File: config.mk
export PLATFORM = sky130hd
export DESIGN_NAME = sequence_detector_fsm
export DESIGN_NICKNAME = d
export VERILOG_FILES = /design/src/rtl/sequence_detector_fsm.sv
export SDC_FILE = /design/constraint.sdc
export NUM_CORES = 1
export LEC_CHECK = 0
export ABC_AREA = 1
export BUFFER_PORTS_ARGS = -buffer_cell sky130_fd_sc_hd__buf_4
export CAP_MARGIN = 20
export CORE_AREA = 8 8 45 47
export CTS_CLUSTER_DIAMETER = 50
export DETAILED_ROUTE_END_ITERATION = 12
export DIE_AREA = 0 0 53 55
export SLEW_MARGIN = 20
export SYNTH_ARGS = -nofsm -noshare
export SYNTH_HDL_FRONTEND = slang
export SYNTH_SLANG_ARGS = --single-unit
File: constraint.sdc
create_clock -name clk -period 1 [get_ports clk]
set_clock_uncertainty 0.05 [all_clocks]
set_input_delay 0.1 -clock clk [delete_from_list [all_inputs] [get_ports clk]]
set_output_delay 0.1 -clock clk [all_outputs]
set_load 0.05 [all_outputs]
File: src/rtl/sequence_detector_fsm.sv
// Moore detector for the serial pattern 1-0-1-0-1 (oldest bit first), overlapping.
// Each state is named for the longest pattern prefix seen so far; S5 means a full match.
module sequence_detector_fsm (
   input  logic       clk,
   input  logic       reset,
   input  logic       data_in,
   output logic       data_out,
   output logic [2:0] state
);

   typedef enum logic [2:0] {
      S0 = 3'b000,
      S1 = 3'b001,
      S2 = 3'b010,
      S3 = 3'b011,
      S4 = 3'b100,
      S5 = 3'b101
   } state_t;

   logic [2:0] r_state;
   logic [2:0] w_next_state;
   logic       w_detect;

   always_ff @(posedge clk or negedge reset) begin
      if (!reset) begin
         r_state <= S0;
      end else begin
         r_state <= w_next_state;
      end
   end

   // Leaving S5 keeps the overlapping suffix "1010" on a 0 input.
   // The unused codes 110 and 111 fall back to S0 whatever the input.
   always_comb begin
      w_next_state = S0;
      case (r_state)
         S0:      w_next_state = data_in ? S1 : S0;
         S1:      w_next_state = data_in ? S1 : S2;
         S2:      w_next_state = data_in ? S3 : S0;
         S3:      w_next_state = data_in ? S1 : S4;
         S4:      w_next_state = data_in ? S5 : S0;
         S5:      w_next_state = data_in ? S1 : S4;
         default: w_next_state = S0;
      endcase
   end

   always_comb begin
      w_detect = 1'b0;
      if (r_state == S5) begin
         w_detect = 1'b1;
      end
   end

   assign data_out = w_detect;
   assign state    = r_state;

endmodule

==> PnR_summary.wiki <==
{| class="wikitable"
! Metric !! Value
|-
| Outcome || finished, violations left
|-
| Failing checks || setup timing
|-
| Area of the core || 1380 um^2
|-
| Vias post-DR || 186
|-
| Worst hold slack || 0.0216 ns
|-
| Synthesis-stage register bit count || 3
|-
| Average size of a mapped cell || 7.28 um^2
|-
| Number of antenna violations at the first check in global routing || 0
|-
| Final weighted congestion in routability-driven placement || 0.677
|-
| Die height || 55 um
|-
| Post-route cell area || 339 um^2
|-
| Measured slew at the worst slew-check pin || 0.129 ns
|-
| Placed Cells incl. Taps || 44
|-
| Mapped Area || 160 um^2
|-
| Max-capacitance violation count || 0
|-
| First-pass GRT wire length || 752 um
|-
| First-pass DRT Iterations || 3
|-
| Htree depth || 1
|-
| Largest net degree at the start of global routing || 5
|-
| Setup-violating endpoint count in the final report || 4
|-
| Crit path buffers/inverters || 2
|-
| Post-DR vias/cell || 3.44
|-
| Die outline width || 53 um
|-
| Max FO, Critical Path || 2
|-
| Final Cycle Share || 114%
|-
| Placed cell areas || 241 um^2
|-
| CP Launch Point || state[1]
|-
| Hold Fails Final Rpt || 0
|-
| Routed wire length || 465 um
|-
| Total global routing track utilization || 4.27%
|-
| Number of warnings issued by yosys || 0
|-
| Worst Setup Start Kind || flip-flop
|-
| Post-route setup slack || -0.138 ns
|-
| VDD IR max || 547 uV
|-
| Leakage || 0.157 nW
|-
| Buffers added on ports || 6
|-
| CTS tree || done
|-
| DRC violations left || 0
|-
| Area overhead of the layout relative to synthesis || 112%
|-
| Worst-path clk slew || 0.04 ns
|-
| Worst setup path category || flip-flop to output port
|-
| Max-slew headroom || 91.4%
|-
| Total design power || 1.06 mW
|-
| Reg2Reg Launch Point || state[1]
|-
| Clock sink count || 3
|-
| Cell-by-cell trace of the critical path || inv_2, nand2_4, nor2_4, buf_8
|-
| DP Wirelength || 311 um
|-
| Final antenna-violating net count || 0
|-
| Ports placed on the boundary || 7
|-
| CTS buffer count || 3
|-
| Clock tree root buffer cell || clkbuf_4
|-
| Synth Net Count || 25
|-
| CP Data Required Time || 0.85 ns
|-
| Setup repair after global routing missed its margin || true
|-
| Data arrival, critical path || 0.99 ns
|-
| Final cell count without fillers || 54
|-
| Clock network latency to the later pin of the worst-skew pair || 0.23 ns
|-
| Fin. max-slew vios || 0
|-
| Share of post-route cells with drive strength above 1 || 57.9%
|-
| Initial core utilization || 11.6%
|-
| Endpoint type of the worst setup path || output port
|-
| Largest register FFs || 3
|-
| Number of standard cells after synthesis || 22
|-
| Vias in the first global route || 209
|-
| Number of antenna cells inserted || 0
|-
| Tightest Hold Check Type || primary input to flip-flop
|-
| CP max-delay cell || dfrtp_2
|-
| Minimum clock period after layout || 1.14 ns
|-
| Register area share after synthesis || 46.9%
|-
| Number of placement rows || 14
|-
| Total power per unit cell area || 3130 nW/um^2
|-
| Number of nets in the final layout || 42
|-
| Critical path's largest stage delay || 0.40 ns
|-
| FMAX || 879 MHz
|-
| Routed len/inst || 8.61 um
|-
| Hold wc startpoint || data_in
|-
| Worst-case setup slack after placement || 0.00538 ns
|-
| Violation count after the first detailed-route iteration || 1
|-
| Clock Path Buffers || 2
|-
| Leftover overflow at the end of global routing || 0
|-
| Die area || 2920 um^2
|-
| Kind of cell adding the most delay to the critical path || flip-flops
|-
| Number of distinct library cells after synthesis || 12
|}
layout make-up:
type | instances | area [um^2]
sequential | 3 | 78.8
clock buffer | 4 | 26.3
fill | 157 | 1040
tap | 16 | 20.0
inverter | 4 | 15.0
timing repair buffer | 12 | 111
multi-input combinational | 15 | 87.6
metal layers:
metal  vias to the layer above  wire (um)  track usage [%]  part of all wire (%)
li1                        101          -                -                     -
met1                        82        152             2.74                    33
met2                         3        293             5.86                    63
met3                         0         19             2.41                   4.1
met4                         0          0             9.05                     0
met5                         -          0                0                     0
placed cells by master, fill, tap and decap left out:
cell	instances
buf_6	3
dfrtp_2	3
nor2_1	1
o21ai_1	2
clkbuf_4	3
nand2_1	5
buf_8	1
dlygate4sd3_1	1
inv_2	2
nor2_4	2
inv_1	2
nand2_4	1
nand4_1	1
nand3_1	1
clkbuf_1	1
a21oi_1	2
buf_4	7
cell usage after synthesis:
master / n / area share (%)
o21ai_0: 1 / 3.1
inv_2: 1 / 2.3
nand3_1: 1 / 3.1
nand2_1: 5 / 12
nor2_1: 2 / 4.7
a21oi_1: 2 / 6.3
nand4_1: 1 / 3.9
o21ai_1: 1 / 3.1
nand2_2: 1 / 3.9
inv_1: 3 / 7.0
nor2_2: 1 / 3.9
dfrtp_1: 3 / 47
metrics by stage:
stage	utilization, %	setup TNS [ns]
detailed placement	17.5	0
CTS	24.1	-0.338
global route	24.5	-0.549
finish	24.5	-0.309
global placement	17.5	0
floorplan	-	-0.259
path summary, 6_finish.rpt:
path / to / depth (start not counted) / slack, ns
hold reg to reg: state[1] / 3 / 0.56
hold / removal: state[2] / 2 / 0.02
setup / recovery: data_out / 4 / -0.14
min in group asynchronous: state[1] / 2 / 0.14
max in group asynchronous: state[2] / 2 / 0.65
setup reg to reg: state[0] / 6 / -0.07
power breakdown:
part | leakage [nW] | switching (mW) | total (mW) | internal (mW)
Combinational | 0.107 | 0.373 | 0.636 | 0.264
Sequential | 0.0349 | 0.0447 | 0.216 | 0.171
Clock | 0.0150 | 0.0604 | 0.210 | 0.149
logic make-up (layout without fill, tap and decap cells):
group	Yosys count	after routing	share of synthesized area, %
compound gates	4	4	12.5
simple gates	11	11	31.3
flops	3	3	46.9
buf+inv	4	20	9.37
what timing repair did:
| action | 4_1_cts | 5_1_grt |
|---|---|---|
| buffers inserted | 5 | 0 |
| endpoints found under the hold margin | 3 | 0 |
| hold buffers | 1 | 0 |
| gates resized for setup | 5 | 1 |
| pin swaps | 1 | 1 |
| setup endpoints to repair | 4 | 6 |
Power figures use the tool's default switching activity.
